--- src/rtl/wf_pkg.sv ---
// Shared state type and helpers for the weight fetch engine.
`ifndef ADDR_SIZE
`define ADDR_SIZE 8
`endif
`ifndef DATA_WIDTH
`define DATA_WIDTH 16
`endif

package wf_pkg;

  typedef enum logic [1:0] {
    IDLE  = 2'd0,
    FETCH = 2'd1,
    DRAIN = 2'd2
  } wf_state_e;

  localparam logic [1:0] WF_FIFO_DEPTH = 2'd2;

  function automatic logic [1:0] fifo_occ(input logic full, input logic empty);
    return full ? 2'd2 : (empty ? 2'd0 : 2'd1);
  endfunction

endpackage

--- src/rtl/weight_skid_fifo.sv ---
// Two-entry buffer between the RAM read port and the output stream.
// Accepts a push in the same cycle as a pop even when full.
module weight_skid_fifo #(
  parameter int W = 17
) (
  input  logic         clk,
  input  logic         rst_n,
  input  logic         push,
  input  logic         pop,
  input  logic [W-1:0] din,
  output logic [W-1:0] dout,
  output logic         full,
  output logic         empty
);

  logic [W-1:0] mem [0:1];
  logic         wptr;
  logic         rptr;
  logic [1:0]   count;
  logic         do_push;
  logic         do_pop;

  always_comb begin
    do_pop  = pop && (count != 2'd0);
    do_push = push && ((count != 2'd2) || do_pop);
  end

  always_ff @(posedge clk or negedge rst_n) begin
    if (!rst_n) begin
      mem[0] <= '0;
      mem[1] <= '0;
      wptr   <= 1'b0;
      rptr   <= 1'b0;
      count  <= '0;
    end else begin
      if (do_push) begin
        mem[wptr] <= din;
        wptr      <= ~wptr;
      end
      if (do_pop) begin
        rptr <= ~rptr;
      end
      case ({do_push, do_pop})
        2'b10:   count <= count + 2'd1;
        2'b01:   count <= count - 2'd1;
        default: ;
      endcase
    end
  end

  assign dout  = mem[rptr];
  assign full  = (count == 2'd2);
  assign empty = (count == 2'd0);

endmodule

--- src/rtl/weight_fetch.sv ---
// Weight RAM burst reader: streams len words starting at base_addr
// through a 2-entry buffer with valid/ready handshake.
`ifndef ADDR_SIZE
`define ADDR_SIZE 8
`endif
`ifndef DATA_WIDTH
`define DATA_WIDTH 16
`endif

module weight_fetch
  import wf_pkg::*;
#(
  parameter int ADDR_W = `ADDR_SIZE,
  parameter int DATA_W = `DATA_WIDTH
) (
  input  logic              clk,
  input  logic              rst_n,
  input  logic              start,
  input  logic [ADDR_W-1:0] base_addr,
  input  logic [ADDR_W:0]   len,
  output logic [ADDR_W-1:0] ram_addr,
  output logic              ram_en,
  output logic              ram_we,
  input  logic [DATA_W-1:0] ram_dout,
  output logic              m_valid,
  input  logic              m_ready,
  output logic [DATA_W-1:0] m_data,
  output logic              m_last,
  output logic              busy,
  output logic              done
);

  localparam logic [ADDR_W-1:0] ADDR_ONE = ADDR_W'(1);
  localparam logic [ADDR_W:0]   LEN_ONE  = (ADDR_W + 1)'(1);

  wf_state_e         state;
  wf_state_e         state_nxt;
  logic [ADDR_W-1:0] addr_q;
  logic [ADDR_W:0]   rem_q;
  logic              pend_q;
  logic              pend_last_q;
  logic              zdone_q;
  logic              accept;
  logic              accept_zero;
  logic              issue_last;
  logic              fifo_full;
  logic              fifo_empty;
  logic              fifo_pop;
  logic [DATA_W:0]   fifo_dout;
  logic [1:0]        slots;

  assign accept      = (state == IDLE) && start;
  assign accept_zero = accept && (len == '0);
  assign issue_last  = (rem_q == LEN_ONE);
  assign fifo_pop    = m_valid && m_ready;

  // The pop leaving this cycle is credited so a steady consumer gets one word per cycle.
  assign slots = fifo_occ(fifo_full, fifo_empty) - {1'b0, fifo_pop} + {1'b0, pend_q};

  always_ff @(posedge clk or negedge rst_n) begin
    if (!rst_n) begin
      state <= IDLE;
    end else begin
      state <= state_nxt;
    end
  end

  always_comb begin
    state_nxt = state;
    case (state)
      IDLE:    if (accept && !accept_zero) state_nxt = FETCH;
      FETCH:   if (ram_en && issue_last) state_nxt = DRAIN;
      DRAIN:   if (fifo_empty && !pend_q) state_nxt = IDLE;
      default: state_nxt = IDLE;
    endcase
  end

  always_comb begin
    ram_en = 1'b0;
    busy   = 1'b0;
    done   = zdone_q;
    case (state)
      FETCH: begin
        busy   = 1'b1;
        ram_en = (slots < WF_FIFO_DEPTH);
      end
      DRAIN: begin
        busy = 1'b1;
        done = fifo_empty && !pend_q;
      end
      default: ;
    endcase
  end

  always_ff @(posedge clk or negedge rst_n) begin
    if (!rst_n) begin
      addr_q      <= '0;
      rem_q       <= '0;
      pend_q      <= 1'b0;
      pend_last_q <= 1'b0;
      zdone_q     <= 1'b0;
    end else begin
      zdone_q     <= accept_zero;
      pend_q      <= ram_en;
      pend_last_q <= ram_en && issue_last;
      if (accept && !accept_zero) begin
        addr_q <= base_addr;
        rem_q  <= len;
      end else if (ram_en) begin
        addr_q <= addr_q + ADDR_ONE;
        rem_q  <= rem_q - LEN_ONE;
      end
    end
  end

  weight_skid_fifo #(
    .W(DATA_W + 1)
  ) u_fifo (
    .clk  (clk),
    .rst_n(rst_n),
    .push (pend_q),
    .pop  (fifo_pop),
    .din  ({pend_last_q, ram_dout}),
    .dout (fifo_dout),
    .full (fifo_full),
    .empty(fifo_empty)
  );

  assign ram_we   = 1'b0;
  assign ram_addr = addr_q;
  assign m_valid  = !fifo_empty;
  assign m_data   = fifo_dout[DATA_W-1:0];
  assign m_last   = !fifo_empty && fifo_dout[DATA_W];

endmodule

--- config.mk ---
export PLATFORM = sky130hd
export DESIGN_NAME = weight_fetch
export DESIGN_NICKNAME = d
export VERILOG_FILES = /design/src/rtl/wf_pkg.sv /design/src/rtl/weight_skid_fifo.sv /design/src/rtl/weight_fetch.sv
export SDC_FILE = /design/constraint.sdc
export NUM_CORES = 1
export LEC_CHECK = 0
export ABC_CLOCK_PERIOD_IN_PS = 3300
export BUFFER_PORTS_ARGS = -buffer_cell sky130_fd_sc_hd__buf_2
export CORE_UTILIZATION = 45
export CTS_BUF_LIST = sky130_fd_sc_hd__clkbuf_2
export DETAILED_ROUTE_END_ITERATION = 12
export HOLD_SLACK_MARGIN = 0.1
export PLACE_DENSITY = 0.8
export SLEW_MARGIN = 20
export SYNTH_ARGS = -nofsm -noshare
export SYNTH_HDL_FRONTEND = slang
export SYNTH_SLANG_ARGS = --single-unit
--- constraint.sdc ---
create_clock -name clk -period 3.3 [get_ports clk]
set_input_delay 0.66 -clock clk [delete_from_list [all_inputs] [get_ports clk]]
set_output_delay 0.66 -clock clk [all_outputs]
set_load 0.02 [all_outputs]
## After elaboration in Yosys (flattened, before gate mapping)

Cells that the tools add are included.

| word-level totals | value |
|---|---|
| memories | 0 |
| bits of input ports | 37 |
| bits in writable memories | 0 |
| register bits | 60 |
| bits in latches | 0 |
| memory bits (read-only) | 0 |

| operators by class | value |
|---|---|
| add/subtract/negate cells | 6 |
| multiply operators | 0 |
| mux-type cells | 20 |
| shift-type cells | 0 |
| eq/ne operators | 10 |
| div/mod/pow operators | 0 |
| reductions and logical operators | 22 |
| magnitude comparators | 4 |
| bitwise logic cells | 4 |

Operators by type and width:

| kind | count |
|---|---|
| 17-bit two-way mux | 4 |
| 34-bit bitwise mux | 1 |
| 9-bit two-way mux | 2 |
| 17-bit demux with 1-bit select | 1 |
| 8-bit two-way mux | 2 |
| 1-bit logical AND | 10 |
| 9-bit by 1-bit equality test with 1-bit output, second input constant | 1 |
| 9-bit logical NOT | 1 |
| 9-bit by 1-bit subtractor with 9-bit output, second input constant | 1 |
| 8-bit by 1-bit adder with 8-bit output, second input constant | 1 |
| 2-bit two-way mux | 4 |
| 2-bit equality test, second input constant | 3 |
| 2-bit != test, second input constant | 3 |
| 2-bit case mux with 3 select lines | 1 |
| 2-bit nonzero test | 3 |
| 2-bit by 1-bit equality test with 1-bit output, second input constant | 2 |
| 2-bit greater-or-equal comparator, second input constant | 2 |
| 2-bit logical NOT | 2 |
| 1-bit two-way mux | 4 |
| 1-bit inverter with 2-bit output | 2 |
| 2-bit case mux with 2 select lines | 1 |
| 1-bit logical NOT | 3 |
| 3-bit AND reduction | 1 |
| 2-bit by 1-bit adder with 2-bit output | 1 |
| other kinds (9) | 10 |

## Depth between registers and ports, before layout

| logic depth | value |
|---|---|
| depth after elaboration | 10 |
| mapped depth | 10 |
| depth with buffers taken out | 9 |

## By module

Synthesis repeated with hierarchy kept, for this count alone.

| unflattened totals | value |
|---|---|
| cells, all modules | 258 |
| area, all modules | 3019.1 µm² |

Modules (own cells, without submodules):

| module | sequential area each (µm²) | cells an instance | instances | area each (µm²) |
|---|---|---|---|---|
| weight_skid_fifo | 950.9 | 108 | 1 | 1686.6 |
| weight_fetch | 550.5 | 150 | 1 | 1332.5 |

## Worst setup path before layout

Ideal clock, no wire load.

| timing path | value |
|---|---|
| kind | register -> output |
| start | register u_fifo.count[0] |
| end | output ram_en |
| arrival | 1843 ps |
| path buffers | 0 |
| cell stages (with the launch flop) | 9 |
| path slack | 797 ps |
| cell sequence | dfrtp_1 -> nor2_1 -> inv_1 -> and2_1 -> ha_1 -> nand2b_1 -> xnor3_2 -> nand2_2 -> inv_1 |

| on the way | value |
|---|---|
| cells in the longest elaborated chain, start to end | 7 |

RTL lines:

| what | RTL line | RTL |
|---|---|---|
| start, declared | weight_skid_fifo.sv:19 | `logic [1:0] count;` |
| start signal, assigned | weight_skid_fifo.sv:44 | `2'b10: count <= count + 2'd1;` |
| start signal, assigned | weight_skid_fifo.sv:45 | `2'b01: count <= count - 2'd1;` |
| 2-bit logical NOT | weight_skid_fifo.sv:53 | `assign empty = (count == 2'd0);` |
| 1-bit logical NOT | weight_fetch.sv:131 | `assign m_valid = !fifo_empty;` |
| net m_valid | weight_fetch.sv:25 | `output logic m_valid,` |
| 1-bit logical AND | weight_fetch.sv:55 | `assign fifo_pop = m_valid && m_ready;` |
| 2-bit by 1-bit subtractor with 2-bit output | weight_fetch.sv:58 | `assign slots = fifo_occ(fifo_full, fifo_empty) - {1'b0, fifo_pop} + {1'b0, pend_q};` |
| 2-bit by 1-bit adder with 2-bit output | weight_fetch.sv:58 |  |
| 2-bit less-than comparator | weight_fetch.sv:85 | `ram_en = (slots < WF_FIFO_DEPTH);` |
| 1-bit two-way mux | weight_fetch.sv:82 | `case (state)` |
| end, declared | weight_fetch.sv:22 | `output logic ram_en,` |

The timed path passes the listed nets, and every way through them passes these cells.

## Worst setup path after layout

| timing path | value |
|---|---|
| start | register u_fifo.count[0] |
| end | output ram_en |

| on the way | value |
|---|---|
| cells in the longest elaborated chain, start to end | 7 |

RTL lines:

| what | RTL line |
|---|---|
| 2-bit logical NOT | weight_skid_fifo.sv:53 |
| 1-bit two-way mux / 1-bit logical NOT (equally long branches) | wf_pkg.sv:20, weight_fetch.sv:131 |
| 2-bit two-way mux / 1-bit logical AND (equally long branches) | wf_pkg.sv:20, weight_fetch.sv:55 |
| 2-bit by 1-bit subtractor with 2-bit output * | weight_fetch.sv:58 |
| 2-bit by 1-bit adder with 2-bit output * | weight_fetch.sv:58 |
| 2-bit less-than comparator * | weight_fetch.sv:85 |
| 1-bit two-way mux * | weight_fetch.sv:82 |

Mark *: on every way between the ends. The rest lies on a longest branch, timed or not.

==> impl_metrics.csv <==
group,metric,value,unit
run_status,status,"finished clean",
global_route,grt.met3_usage,7.122,%
place,place_congestion,0.8518,
final_layout,layout_common_cells,"buf_2, dfrtp_1, mux2_2",
drt,wire_per_inst,13.96,microns
timing,fin_ws,0.2020,ns
setup_path,r2r_end,"state[0]",
drt,firstDrtPassIters,4,
setup_path,critPathSlowestCell,"dfrtp_1",
clock_tree,cts_tree,"yes",
worst_hold_path,hp-class,"in -> async",
timing,hold_violations,0,
setup_path,crit_fanout,7,
timing,finalMaxSlewViolations,0,
power,power.switching,0.001472,W
logic_synthesis,yosysWarningCount,0,
clock_tree,clkTransAtPathRegs,0.15,ns
floorplanning,die-area,0.006990,sq mm
timing,finalSetupViolations,0,
setup_path,worstPathCellList,"nor2_1, inv_1, and2_1, ha_1, nand2b_1, xnor3_2, nand2_2, inv_1, buf_2",
clock_tree,postCtsSetupBuffers,0,
timing,final.setup.tns,0,ns
floorplanning,row_count,29,
power,finalPower,0.003536,W
logic_synthesis,synth_area,0.002997,sq mm
final_layout,finalNonFillerCells,398,
power,p_comb_share,51.9,%
floorplanning,fp.dieW,83.61,microns
setup_path,path_common_cell,"inv_1",
power,clockPowerShare,9.3,%
global_route,grt_pass1_vias,2198,
logic_synthesis,ys_ff_latch,60,
clock_tree,cts_resized,0,
floorplanning,ios,67,
power,ir_drop,0.6621,mV
setup_path,reg2reg_depth,10,
clock_tree,clkLatencyLatePin,0.45,ns
power,swShare,41.64,%
timing,rsz0062_at_grt,"false",
place,dp_cells,383,
power,p_int,0.002063,W
final_layout,area_delta_synth_final,15.87,%
setup_path,r2r_slack,0.66,ns
drt,viasPerCell,5.271,
setup_path,cpPeakStageDelay,0.47,ns
setup_path,worstSetupPathType,"reg -> out",
logic_synthesis,synth_enable_flop_cells,0,
timing,fin_worst_skew,0.01702,ns
setup_path,cp_top_family,"simple AND/OR/NAND/NOR gates",
floorplanning,start_util,46.92,%
logic_synthesis,synth_ff_type,"dfrtp_1",
clock_tree,cts_hold_buffers,0,
clock_tree,ctsHtreeMaxLevel,3,
floorplanning,die_y,83.61,microns
setup_path,cp_data_required_time,2.64,ns
drt,vias,2098,
clock_tree,cts-root-buf,"clkbuf_2",
logic_synthesis,syn_area_per_cell,12.13,sq um
final_layout,mostFrequentLayoutCell,"buf_2",
final_layout,drive_above_1_share,45.17,%
place,io_buffers,65,
clock_tree,clockBufferDepth,2,
setup_path,cp.arrival,2.44,ns
global_route,grt_max_degree,32,
logic_synthesis,synth_cell_type_count,38,
drt,routed_wl,5557,microns
timing,fmax,322.8,MHz
drt,drt_iter0_markers,49,
power,pwr-share-seq,38.8,%
logic_synthesis,synth_nets,293,
global_route,grt_pass1_wl,9777,microns
flow_run,drv_cap,0,
timing,hold_ws,0.2094,ns
place,hpwlAfterDp,3939,microns
logic_synthesis,synth-seq-area-share,50.10,%
clock_tree,cts_made_buffers,9,
setup_path,critPathBufInv,3,
global_route,grt-busiest-layer,"met2",
final_layout,nets,363,
timing,min_period,3.098,ns
floorplanning,coreArea,0.006386,sq mm
logic_synthesis,synthArstFlopShare,100.0,%
final_layout,diodes,0,
logic_synthesis,synth_cells,247,
global_route,grtUsageMet1,20.53,%
power,leakage,1.635,nW
global_route,met2_usage,31.04,%
drt,drt_drc_violations_left,0,
place,dp_worst_setup_slack,0.6165,ns
power,p_per_area,1018,mW/mm^2
setup_path,cp-end-kind,"output pin",
global_route,antenna_found_initial,0,
setup_path,worstSetupStartpointType,"register",
setup_path,r2r_start,"u_fifo.count[0]",
global_route,grt.total_usage,17.87,%
global_route,grt_overflow,0,
final_layout,nFillCells,565,
timing,worst_pin_slew,0.8320,ns
clock_tree,cts.sinks,60,
timing,slew_headroom,44.40,%
drt,ant_nets,0,
timing,fin_crit_sh,93.88,%
cells in the mapped netlist, types with 2 or more instances:
cell / count / area share [%]
ha_1: 9 / 3.8
xnor2_1: 6 / 1.8
buf_4: 2 / 0.50
mux2i_1: 3 / 1.0
buf_2: 2 / 0.33
clkbuf_1: 4 / 0.50
xor2_1: 13 / 3.8
nor3_1: 2 / 0.33
dfrtp_1: 60 / 50
o31a_1: 2 / 0.58
nand4_1: 4 / 0.83
inv_1: 10 / 1.3
nor2_1: 9 / 1.1
nand2b_1: 2 / 0.42
and3_1: 3 / 0.63
mux2_2: 55 / 21
nand2_1: 17 / 2.1
nand4b_1: 2 / 0.58
and2_1: 2 / 0.42
nand3_1: 6 / 1.0
nor4_1: 4 / 0.83
o21ai_0: 14 / 2.3
area by class of cell:
cell class,instances,area [sq um],share of cell area [%]
sequential,60,1501,43.24
multi-input combinational,167,1409,40.58
timing repair buffer,69,355.3,10.23
tap,77,96.34,2.775
clock buffer,11,55.05,1.586
inverter,10,37.54,1.081
clock inverter,4,17.52,0.5045
worst max path at each step:
stage | startpoint | to | slack (ns) | depth (start not counted)
floorplan | u_fifo.count[0] | ram_en | 0.80 | 8
global placement | m_ready | state[0] | 0.67 | 9
detailed placement | m_ready | state[0] | 0.62 | 9
CTS | u_fifo.count[0] | ram_en | 0.15 | 9
global route | u_fifo.count[0] | ram_en | 0.007 | 9
finish | u_fifo.count[0] | ram_en | 0.20 | 9
stage by stage:
step	instance area, sq um	utilization (%)
final	3472	54.37
after global routing	3472	54.37
after CTS	3472	54.37
after detailed placement	3400	53.23
after global placement	3400	53.23
after floorplan	2997	-
cell families after synthesis:
family          after synthesis  synth area share (%)
fa+ha+maj                     9                 3.758
compound gates               21                 4.092
other cells                   1                0.1251
xor+xnor                     20                 6.346
buf+inv                      20                 3.089
simple gates                 58                 10.81
mux                          58                 21.67
flops                        60                 50.10
power by group through the flow:
stage | sequential, W | combinational [W] | clock [W]
floorplan | 0.00134 | 0.00141 | 0
global placement | 0.00137 | 0.00180 | 0
detailed placement | 0.00139 | 0.00185 | 0
CTS | 0.00138 | 0.00186 | 0.000357
global route | 0.00142 | 0.00200 | 0.000396
finish | 0.00137 | 0.00183 | 0.000330
registers in the layout (all words and copies together), names as in the netlist:
register,flops
pend_last_q,1
pend_q,1
ram_addr,8
rem_q,9
state,2
u_fifo.count,2
u_fifo.mem,34
u_fifo.rptr,1
u_fifo.wptr,1
zdone_q,1
layer usage:
layer / wire length [microns] / vias to the layer above / part of all wire [%]
met5: 0 / - / 0
met4: 48 / 0 / 0.86
met3: 321 / 8 / 5.8
met2: 2815 / 66 / 51
met1: 2371 / 1022 / 43
li1: - / 1002 / -
No activity file was read; power rests on OpenSTA's default activity.
